<file path="config.mk">
export PLATFORM = sky130hd
export DESIGN_NAME = acc_alu_seq_flat
export DESIGN_NICKNAME = d
export VERILOG_FILES = /design/src/rtl/acc_alu_seq_if.sv /design/src/rtl/acc_alu_seq.sv /design/src/flat_wrapper.sv
export SDC_FILE = /design/constraint.sdc
export NUM_CORES = 1
export LEC_CHECK = 0
export ABC_AREA = 1
export CAP_MARGIN = 20
export CORE_MARGIN = 2
export CORE_UTILIZATION = 60
export CTS_BUF_LIST = sky130_fd_sc_hd__clkbuf_4 sky130_fd_sc_hd__clkbuf_8
export CTS_CLUSTER_DIAMETER = 30
export DETAILED_ROUTE_END_ITERATION = 8
export PLACE_DENSITY_LB_ADDON = 0.3
export SKIP_CTS_REPAIR_TIMING = 1
export SLEW_MARGIN = 15
export SYNTH_ARGS = -nofsm -noshare
export SYNTH_HDL_FRONTEND = slang
export SYNTH_SLANG_ARGS = --single-unit
export TNS_END_PERCENT = 10
</file>
<file path="constraint.sdc">
create_clock -name clk -period 5.55 [get_ports clk]
set_clock_uncertainty 0.15 [all_clocks]
set_input_delay 0.555 -clock clk [delete_from_list [all_inputs] [get_ports clk]]
set_output_delay 0.555 -clock clk [all_outputs]
set_load 0.005 [all_outputs]
</file>
<file path="src/rtl/acc_alu_seq_if.sv">
// Command/response bundle for acc_alu_seq: valid/ready command port plus valid/ready response.
interface acc_alu_seq_if #(
    parameter int unsigned WIDTH = 8,
    parameter int unsigned IDXW  = 2
);
    logic             cmd_valid;
    logic             cmd_ready;
    logic [2:0]       cmd_op;
    logic [IDXW-1:0]  cmd_idx;
    logic [WIDTH-1:0] cmd_data;
    logic             res_valid;
    logic             res_ready;
    logic [WIDTH-1:0] res_data;
    logic [3:0]       res_flags;
    logic             res_err;

    modport master (
        output cmd_valid, cmd_op, cmd_idx, cmd_data, res_ready,
        input  cmd_ready, res_valid, res_data, res_flags, res_err
    );

    modport slave (
        input  cmd_valid, cmd_op, cmd_idx, cmd_data, res_ready,
        output cmd_ready, res_valid, res_data, res_flags, res_err
    );
endinterface

</file>
<file path="src/rtl/acc_alu_seq.sv">
// Accumulator + operand register file with a 4-flag carry-chained ALU behind an IDLE/EXEC/RESP FSM.
// Define ACC_SAT_EN to clamp arithmetic results on carry/borrow instead of wrapping.
module acc_alu_seq #(
    parameter int unsigned WIDTH = 8,
    parameter int unsigned NREGS = 4
) (
    input  logic              clk,
    input  logic              rst,
    acc_alu_seq_if.slave      bus,
    output logic [WIDTH-1:0]  acc_out
);
    localparam int unsigned IDXW = (NREGS > 1) ? $clog2(NREGS) : 1;

    localparam logic [2:0] OpNop = 3'b000;
    localparam logic [2:0] OpLda = 3'b001;
    localparam logic [2:0] OpLdr = 3'b010;
    localparam logic [2:0] OpAdd = 3'b011;
    localparam logic [2:0] OpSub = 3'b100;
    localparam logic [2:0] OpAdc = 3'b101;
    localparam logic [2:0] OpSbb = 3'b110;
    localparam logic [2:0] OpOut = 3'b111;

    typedef enum logic [1:0] {StIdle, StExec, StResp} state_e;

    state_e           state_q, state_d;
    logic [2:0]       op_q;
    logic [IDXW-1:0]  idx_q;
    logic [WIDTH-1:0] data_q;
    logic [WIDTH-1:0] acc_q;
    logic [3:0]       flags_q;   // {C,Z,N,V}
    logic [WIDTH-1:0] regs_q [NREGS];
    logic [WIDTH-1:0] res_data_q;
    logic [3:0]       res_flags_q;
    logic             res_err_q;

    logic             in_range;
    logic [WIDTH-1:0] rd_val;
    logic             is_add, is_sub, is_arith, uses_idx, use_carry;
    logic [WIDTH:0]   a_ext, b_ext, cin_ext, sum_ext;
    logic             carry, ovf;
    logic [WIDTH-1:0] wrap_res, arith_res;
    logic [WIDTH-1:0] acc_nx;
    logic [3:0]       flags_nx;
    logic             err_nx;

    // Next-state logic
    always_comb begin
        state_d = state_q;
        unique case (state_q)
            StIdle:  if (bus.cmd_valid) state_d = StExec;
            StExec:  state_d = StResp;
            StResp:  if (bus.res_ready) state_d = StIdle;
            default: state_d = StIdle;
        endcase
    end

    // Register read; out-of-range indices read as zero
    always_comb begin
        in_range = (int'(idx_q) < int'(NREGS));
        rd_val   = '0;
        for (int i = 0; i < int'(NREGS); i++) begin
            if (int'(idx_q) == i) rd_val = regs_q[i];
        end
    end

    // ALU evaluated at WIDTH+1 bits so bit WIDTH is carry-out or borrow
    always_comb begin
        is_add    = (op_q == OpAdd) || (op_q == OpAdc);
        is_sub    = (op_q == OpSub) || (op_q == OpSbb);
        is_arith  = is_add || is_sub;
        use_carry = (op_q == OpAdc) || (op_q == OpSbb);
        uses_idx  = is_arith || (op_q == OpLdr);
        a_ext     = {1'b0, acc_q};
        b_ext     = {1'b0, rd_val};
        cin_ext   = {{WIDTH{1'b0}}, use_carry & flags_q[3]};
        sum_ext   = is_sub ? (a_ext - b_ext - cin_ext) : (a_ext + b_ext + cin_ext);
        carry     = sum_ext[WIDTH];
        wrap_res  = sum_ext[WIDTH-1:0];
        if (is_sub) begin
            ovf = (acc_q[WIDTH-1] != rd_val[WIDTH-1]) && (wrap_res[WIDTH-1] != acc_q[WIDTH-1]);
        end else begin
            ovf = (acc_q[WIDTH-1] == rd_val[WIDTH-1]) && (wrap_res[WIDTH-1] != acc_q[WIDTH-1]);
        end
`ifdef ACC_SAT_EN
        if (carry) begin
            arith_res = is_sub ? '0 : '1;
        end else begin
            arith_res = wrap_res;
        end
`else
        arith_res = wrap_res;
`endif
    end

    always_comb begin
        acc_nx   = acc_q;
        flags_nx = flags_q;
        unique case (op_q)
            OpLda:                      acc_nx = data_q;
            OpAdd, OpSub, OpAdc, OpSbb: acc_nx = arith_res;
            OpNop, OpLdr, OpOut:        acc_nx = acc_q;
            default:                    acc_nx = acc_q;
        endcase
        if (is_arith) begin
            flags_nx = {carry, (arith_res == '0), arith_res[WIDTH-1], ovf};
        end
        err_nx = uses_idx && !in_range;
    end

    always_ff @(posedge clk) begin
        if (rst) begin
            state_q     <= StIdle;
            op_q        <= OpNop;
            idx_q       <= '0;
            data_q      <= '0;
            acc_q       <= '0;
            flags_q     <= '0;
            res_data_q  <= '0;
            res_flags_q <= '0;
            res_err_q   <= 1'b0;
            for (int i = 0; i < int'(NREGS); i++) regs_q[i] <= '0;
        end else begin
            state_q <= state_d;
            if (state_q == StIdle && bus.cmd_valid) begin
                op_q   <= bus.cmd_op;
                idx_q  <= bus.cmd_idx;
                data_q <= bus.cmd_data;
            end
            if (state_q == StExec) begin
                acc_q       <= acc_nx;
                flags_q     <= flags_nx;
                res_data_q  <= acc_nx;
                res_flags_q <= flags_nx;
                res_err_q   <= err_nx;
                for (int i = 0; i < int'(NREGS); i++) begin
                    if (op_q == OpLdr && int'(idx_q) == i) regs_q[i] <= data_q;
                end
            end
        end
    end

    assign bus.cmd_ready = (state_q == StIdle) && !rst;
    assign bus.res_valid = (state_q == StResp);
    assign bus.res_data  = res_data_q;
    assign bus.res_flags = res_flags_q;
    assign bus.res_err   = res_err_q;
    assign acc_out       = acc_q;

endmodule

</file>
<file path="src/flat_wrapper.sv">
// flat-port wrapper written by rule: the top's interface ports become plain ports
module acc_alu_seq_flat 
#(
    parameter int unsigned WIDTH = 8,
    parameter int unsigned NREGS = 4
)
  (clk, rst, acc_out, bus_cmd_valid, bus_cmd_op, bus_cmd_idx, bus_cmd_data, bus_res_ready, bus_cmd_ready, bus_res_valid, bus_res_data, bus_res_flags, bus_res_err);
  acc_alu_seq_if #(.WIDTH(WIDTH), .IDXW(2)) bus_i ();
  input  logic clk;
  input  logic rst;
  output logic [WIDTH-1:0] acc_out;
  input wire logic [$bits(bus_i.cmd_valid)-1:0] bus_cmd_valid;
  input wire logic [$bits(bus_i.cmd_op)-1:0] bus_cmd_op;
  input wire logic [$bits(bus_i.cmd_idx)-1:0] bus_cmd_idx;
  input wire logic [$bits(bus_i.cmd_data)-1:0] bus_cmd_data;
  input wire logic [$bits(bus_i.res_ready)-1:0] bus_res_ready;
  output wire logic [$bits(bus_i.cmd_ready)-1:0] bus_cmd_ready;
  output wire logic [$bits(bus_i.res_valid)-1:0] bus_res_valid;
  output wire logic [$bits(bus_i.res_data)-1:0] bus_res_data;
  output wire logic [$bits(bus_i.res_flags)-1:0] bus_res_flags;
  output wire logic [$bits(bus_i.res_err)-1:0] bus_res_err;
  assign bus_i.cmd_valid = bus_cmd_valid;
  assign bus_i.cmd_op = bus_cmd_op;
  assign bus_i.cmd_idx = bus_cmd_idx;
  assign bus_i.cmd_data = bus_cmd_data;
  assign bus_i.res_ready = bus_res_ready;
  assign bus_cmd_ready = bus_i.cmd_ready;
  assign bus_res_valid = bus_i.res_valid;
  assign bus_res_data = bus_i.res_data;
  assign bus_res_flags = bus_i.res_flags;
  assign bus_res_err = bus_i.res_err;
  acc_alu_seq #(.WIDTH(WIDTH), .NREGS(NREGS)) u_core (.clk(clk), .rst(rst), .bus(bus_i), .acc_out(acc_out));
endmodule
</file>
==> results of run 1 <==
[area by class of cell]
type	count	area [sq um]	area share, %
clock inverters	7	67.6	1.63
flip-flops and latches	59	1500	36.2
repair buffers	38	380	9.17
clock buffers	9	124	2.99
well taps	75	93.8	2.26
inverters	72	273	6.57
multi-input cells	308	1710	41.2
[how the worst max path moves through the flow]
stage / from / to / slack, ns / cells past startpoint
after CTS: u_core.idx_q[1]$_SDFFE_PP0P_ / u_core.flags_q[2]$_SDFFE_PP0P_ / 1.83 / 20
after global placement: u_core.idx_q[1]$_SDFFE_PP0P_ / u_core.flags_q[2]$_SDFFE_PP0P_ / 1.95 / 20
after floorplan: u_core.idx_q[1]$_SDFFE_PP0P_ / u_core.flags_q[2]$_SDFFE_PP0P_ / 2.54 / 21
after detailed placement: u_core.idx_q[1]$_SDFFE_PP0P_ / u_core.flags_q[2]$_SDFFE_PP0P_ / 1.92 / 20
final: u_core.idx_q[1]$_SDFFE_PP0P_ / u_core.flags_q[2]$_SDFFE_PP0P_ / 1.77 / 20
after global routing: u_core.idx_q[1]$_SDFFE_PP0P_ / u_core.flags_q[2]$_SDFFE_PP0P_ / 1.50 / 20
[stage by stage]
stage | total power [mW] | cells | hold slack [ns]
after detailed placement | 0.840 | 552 | 0.309
final | 1.23 | 568 | 0.313
after global placement | 0.830 | 552 | 0.309
after floorplan | 0.750 | 456 | 0.304
after global routing | 1.28 | 568 | 0.360
after CTS | 1.22 | 568 | 0.319
[synth_stat cells]
library cell	n	area share (%)
nand2_4	1	0.31
a31oi_1	6	1.0
o211ai_1	3	0.63
nor2_4	1	0.31
o31ai_1	1	0.21
a21oi_1	27	3.8
nor3_1	5	0.70
nand2_1	86	9.0
nor2_8	1	0.56
nand3b_1	1	0.21
o21ai_0	32	4.5
dfxtp_1	27	15
nor2_2	3	0.52
ha_1	21	7.3
o21ai_1	2	0.28
nand3_1	33	4.6
clkinv_1	1	0.10
and2_1	1	0.17
nor2_1	54	5.7
xor2_1	1	0.24
nor3_4	1	0.45
buf_2	2	0.28
edfxtp_1	32	27
buf_4	10	2.1
nand2_2	1	0.17
nand4_1	8	1.4
a21oi_2	1	0.24
a221oi_1	6	1.5
xnor2_1	3	0.73
fa_1	4	2.2
a211oi_1	1	0.21
clkbuf_1	5	0.52
nor3_2	1	0.28
conb_1	1	0.10
inv_4	1	0.17
inv_1	66	6.9
inv_2	4	0.42
or2_2	2	0.35
[logic make-up after synthesis]
logic type	Yosys count
buffers and inverters	89
other	1
and+or+nand+nor	199
AOI/OAI and AO/OA	79
adders and majority gates	25
xor gates and xnor gates	4
DFF	59
[report_power, final]
part           switching [mW]  internal (mW)  total (mW)  leakage (nW)
Clock                   0.181          0.205       0.386        0.0931
Sequential             0.0179          0.481       0.499         0.552
Combinational           0.214          0.127       0.342          1.13
[placed cells by master (no fill, tap or decap), drive strengths merged]
cell,synthesis,routed
o211ai,3,3
o21ai,34,34
nor2,59,59
a31oi,6,6
nand2,88,88
bufinv,0,1
o31ai,1,1
fa,4,4
and2,1,1
edfxtp,32,32
nand3b,1,1
a211oi,1,1
clkinv,1,4
xor2,1,1
nand3,33,33
xnor2,3,3
or2,2,2
inv,71,72
conb,1,1
nand4,8,8
ha,21,21
a21oi,28,28
clkbuf,5,9
clkdlybuf4s50,0,38
dfxtp,27,27
clkinvlp,0,2
nor3,7,7
a221oi,6,6
[worst max-delay path, stage by stage (launching register included)]
cell     delay, ns
dfxtp_1       0.47
inv_1         0.13
nor2_2        0.26
inv_1         0.20
nor2_1        0.14
nor3_1        0.08
a21oi_1       0.25
inv_1         0.11
fa_1          0.46
fa_1          0.40
nand2_1       0.12
nand2_1       0.06
nand2_1       0.09
nand2_1       0.11
nand2_1       0.07
nand2_1       0.05
nand3_1       0.06
nand2_1       0.07
nor2_1        0.19
nand3_1       0.10
a21oi_1       0.12
[metal layers]
| metal | GRT usage [%] | wire length, um | up-vias |
|---|---|---|---|
| met5 | 0 | 0 | - |
| met4 | 8.64 | 139 | 0 |
| met3 | 6.11 | 537 | 15 |
| met2 | 46.4 | 4350 | 132 |
| met1 | 37.0 | 3860 | 1536 |
| li1 | - | - | 1561 |
[state kept, by name, indices dropped and copies added, names as in the netlist]
register and flops:
u_core.regs_q 32, u_core.acc_out 8, u_core.data_q 8, u_core.flags_q 4, u_core.op_q 3, u_core.idx_q 2, u_core.state_q 2
==> impl_metrics.json, run 1 <==
{
  "r2r_slack_ns": 1.77,
  "path_max_fanout": 8,
  "holdPathStages": 2,
  "r2r-end": "u_core.flags_q[2]$_SDFFE_PP0P_",
  "clkTransAtPathRegs_ns": 0.07,
  "overflow": 0,
  "fin_area_sq_um": 4150,
  "grt_pass1_wl_um": 13800,
  "min_period_over_period_pct": 68.0,
  "gp_congestion": 0.958,
  "maxSlewViolCount": 0,
  "synthMuxAreaShare_pct": 0,
  "ys_seq_area_share_pct": 41.9,
  "fp.dieH_um": 81.3,
  "fin_util_pct": 70.9,
  "dr.pass1.iters": 7,
  "placed_area_sq_um": 3960,
  "synth_simple_gate_area_share_pct": 24.7,
  "synth_compound_area_share_pct": 12.3,
  "setup-tns-final_ns": 0,
  "drc": 0,
  "yosys.area_share.xor_xnor_pct": 0.977,
  "max_freq_ghz": 0.265,
  "rsz0062_at_grt": "no",
  "cts_buffer_depth": 2,
  "area_growth_pct": 15.7,
  "final_antenna_net_count": 0,
  "clock_latency_ns": 0.34,
  "dr_total_vias": 3244,
  "syn_area_per_cell_sq_um": 7.87,
  "p_leak_nw": 1.77,
  "timing.rr.start": "u_core.idx_q[1]$_SDFFE_PP0P_",
  "diodes": 0,
  "initial_core_util_pct": 61.3,
  "h-tree-depth": 3,
  "syn-cell-area_sq_um": 3590,
  "io_pins": 40,
  "grt_pass1_vias": 2907,
  "wl_per_cell_um": 15.6,
  "crit_path_end_kind": "flip-flop",
  "floorplan.rows": 28,
  "cts_buffers": 9,
  "cts_tree": "done",
  "status": "completed",
  "drv_cap": 0,
  "whs_endpoint": "u_core.flags_q[2]$_SDFFE_PP0P_",
  "synth_seq_cells": 59,
  "critical_path_class": "flip-flop to flip-flop",
  "worst_pin_slew_ns": 0.937,
  "root_buffer": "clkbuf_8",
  "fp.dieW_um": 81.3,
  "worstHoldStart": "u_core.flags_q[2]$_SDFFE_PP0P_",
  "routed_wl_um": 8880,
  "fillers": 447,
  "grt_use_total_pct": 28.1,
  "arrival_ns": 3.90,
  "synth_cell_type_count": 38,
  "post-place-ws_ns": 1.92,
  "slew_headroom_pct": 37.5,
  "ir_worst_vdd_mv": 0.190,
  "min_period_ns": 3.78,
  "drt-initial-drc-count": 236,
  "nNetsFinal": 530,
  "syn_inst": 456,
  "synth_nets": 498,
  "power.density_nw_per_um2": 296,
  "final_layout_size_suffix_gt1_share_pct": 6.49,
  "cp-start-kind": "flip-flop",
  "cts_sinks": 59,
  "fin_ws_ns": 1.77,
  "antenna_found_initial": 0,
  "io_buffers": 38,
  "finalHoldViolCount": 0,
  "synth_top_family_by_area": "simple AND/OR/NAND/NOR gates",
  "fp.coreArea_sq_um": 5850,
  "ff2ff_path_depth": 20,
  "synth_fa_ha_area_share_pct": 9.56,
  "setup-violations-final": 0,
  "crit_required_ns": 5.67,
  "hp-class": "flip-flop to flip-flop",
  "vias_per_cell": 5.71,
  "grt_max_degree": 32,
  "ys_warn_count": 0,
  "dp_hpwl_um": 6560,
  "die_area_sq_um": 6610
}
Note: power is estimated with default switching activity, not from simulation.
==> inputs of run 2 (changes only) <==
--- a/config.mk
+++ b/config.mk
@@ -8,7 +8,7 @@
 export ABC_AREA = 1
 export CAP_MARGIN = 20
 export CORE_MARGIN = 2
-export CORE_UTILIZATION = 60
+export CORE_UTILIZATION = 59
 export CTS_BUF_LIST = sky130_fd_sc_hd__clkbuf_4 sky130_fd_sc_hd__clkbuf_8
 export CTS_CLUSTER_DIAMETER = 30
 export DETAILED_ROUTE_END_ITERATION = 8
==> constraint.sdc (replaced) <==
create_clock -name clk -period 3.85 [get_ports clk]
set_clock_uncertainty 0.15 [all_clocks]
set_input_delay 0.385 -clock clk [delete_from_list [all_inputs] [get_ports clk]]
set_output_delay 0.385 -clock clk [all_outputs]
set_load 0.005 [all_outputs]
==> impl_metrics.json, run 2 (synthesis results as in run 1) <==
{
  "vias_per_cell": 5.76,
  "crit_start": "u_core.idx_q[1]$_SDFFE_PP0P_",
  "grt_pass1_wl_um": 14300,
  "critical_path.top_delay_family": "simple AND/OR/NAND/NOR gates",
  "timing.rr.start": "u_core.idx_q[1]$_SDFFE_PP0P_",
  "dp_hpwl_um": 6800,
  "wl_per_cell_um": 16.0,
  "dr_total_vias": 3276,
  "r2r-end": "u_core.flags_q[2]$_SDFFE_PP0P_",
  "root_buffer": "clkbuf_8",
  "p_leak_nw": 1.80,
  "holdPathStages": 2,
  "diodes": 0,
  "use_met2_pct": 47.2,
  "min_period_ns": 3.61,
  "ir_worst_vdd_mv": 0.370,
  "final_common_cell": "nand2_1",
  "crit_path_cell_trace": "inv_1 > nor2_2 > inv_1 > nor2_1 > nor3_1 > a21oi_1 > inv_1 > fa_1 > fa_1 > nand2_1 > inv_1 > o21ai_0 > nand2_1 > nor3_1 > nand2_1 > nor2_1 > nand3_1 > a21oi_1",
  "grt_max_degree": 32,
  "cts_sinks": 59,
  "setup-tns-final_ns": 0,
  "largest_register_ffs": 32,
  "rsz0062_at_grt": "no",
  "ff2ff_path_depth": 18,
  "area_growth_pct": 16.8,
  "gr-usage-met1_pct": 37.6,
  "hp-class": "flip-flop to flip-flop",
  "power_mw": 1.86,
  "power.density_nw_per_um2": 444,
  "critical_path_class": "flip-flop to flip-flop",
  "dr.pass1.iters": 6,
  "path_max_fanout": 8,
  "fp.coreArea_sq_um": 5890,
  "cts_tree": "done",
  "final_antenna_net_count": 0,
  "worst_pin_slew_ns": 0.926,
  "status": "completed",
  "nNetsFinal": 531,
  "routed_wl_um": 9130,
  "antenna_found_initial": 0,
  "setup-violations-final": 0,
  "busiest_layer": "met2",
  "cp_slowest_cell": "fa_1",
  "max_freq_ghz": 0.277,
  "crit_path_end_kind": "flip-flop",
  "maxSlewViolCount": 0,
  "crit_required_ns": 3.98,
  "cpPeakStageDelay_ns": 0.44,
  "initial_core_util_pct": 60.9,
  "die_area_sq_um": 6720,
  "floorplan.rows": 28,
  "drt-initial-drc-count": 312,
  "cp-start-kind": "flip-flop",
  "crit_buf_inv": 4,
  "io_pins": 40,
  "io_buffers": 38,
  "grt_use_total_pct": 29.1,
  "fp.dieH_um": 82.0,
  "grt_use_met3_pct": 6.70,
  "clkTransAtPathRegs_ns": 0.08,
  "gp_congestion": 0.964,
  "grt_pass1_vias": 3004,
  "drv_cap": 0,
  "h-tree-depth": 3,
  "arrival_ns": 3.74,
  "fp.dieW_um": 82.0,
  "cts_buffer_depth": 2,
  "overflow": 0,
  "cp.depth": 18,
  "drc": 0,
  "r2r_slack_ns": 0.24,
  "worstSetupEndpoint": "u_core.flags_q[2]$_SDFFE_PP0P_",
  "slew_headroom_pct": 38.2,
  "crit_top_cell": "inv_1",
  "min_period_over_period_pct": 93.9,
  "final_layout_size_suffix_gt1_share_pct": 7.09,
  "layout_common_cells": "nand2_1 (86), inv_1 (66), nor2_1 (54)",
  "clock_latency_ns": 0.35,
  "cts_buffers": 9,
  "finalHoldViolCount": 0,
  "top_register": "u_core.regs_q"
}
-- run 2: metal layers --
metal / vias to the layer above / wire length [um]
met5: - / 0
met4: 0 / 252
met3: 31 / 668
met2: 177 / 4290
met1: 1504 / 3920
li1: 1564 / -
-- run 2: how the worst min path moves through the flow --
stage               slack [ns]                            from                        endpoint
global placement          0.32  u_core.flags_q[2]$_SDFFE_PP0P_  u_core.flags_q[2]$_SDFFE_PP0P_
global route              0.37   u_core.data_q[3]$_SDFFE_PP0P_  u_core.acc_out[3]$_SDFFE_PP0P_
CTS                       0.35   u_core.data_q[3]$_SDFFE_PP0P_  u_core.acc_out[3]$_SDFFE_PP0P_
finish                    0.35   u_core.data_q[3]$_SDFFE_PP0P_  u_core.acc_out[3]$_SDFFE_PP0P_
floorplan                 0.30  u_core.flags_q[2]$_SDFFE_PP0P_  u_core.flags_q[2]$_SDFFE_PP0P_
detailed placement        0.33   u_core.data_q[2]$_SDFFE_PP0P_  u_core.acc_out[2]$_SDFFE_PP0P_
-- run 2: report_power, final --
part | total [mW] | internal (mW) | switching (mW)
logic | 0.496 | 0.185 | 0.311
clock network | 0.643 | 0.370 | 0.274
registers | 0.720 | 0.694 | 0.0259
total | 1.86 | 1.25 | 0.611
-- run 2: stage by stage --
step | instances | area (sq um) | hold WS (ns) | worst slack [ns] | utilization, %
finish | 569 | 4190 | 0.347 | 0.236 | 71.2
global route | 569 | 4190 | 0.373 | 0.0426 | 71.2
CTS | 569 | 4190 | 0.351 | 0.250 | 71.2
detailed placement | 553 | 3970 | 0.330 | 0.271 | 67.4
global placement | 553 | 3970 | 0.323 | 0.512 | 67.4
floorplan | 456 | 3590 | 0.304 | 0.839 | -
-- run 2: final cells by class --
class                           instances  area [sq um]
Tap cell                               75          93.8
Sequential cell                        59          1500
Clock buffer                            9           124
Fill cell                             465          1700
Inverter                               72           273
Clock inverter                          7           100
Multi-Input combinational cell        308          1710
Timing Repair Buffer                   39           388
-- run 2: worst register-to-register path: cells and delay by family, from the launching register on --
kind,cells,cell delay (ns)
DFF,1,0.40
adders and majority gates,2,0.84
and+or+nand+nor,9,1.10
AOI/OAI and AO/OA,3,0.58
buffers and inverters,4,0.45
==> inputs of run 3 (changes only) <==
--- a/config.mk
+++ b/config.mk
@@ -13,7 +13,6 @@
 export CTS_CLUSTER_DIAMETER = 30
 export DETAILED_ROUTE_END_ITERATION = 8
 export PLACE_DENSITY_LB_ADDON = 0.3
-export SKIP_CTS_REPAIR_TIMING = 1
 export SLEW_MARGIN = 15
 export SYNTH_ARGS = -nofsm -noshare
 export SYNTH_HDL_FRONTEND = slang
==> results of run 3 <==
No change in the layout: final DEF, timing and power equal those of run 2.
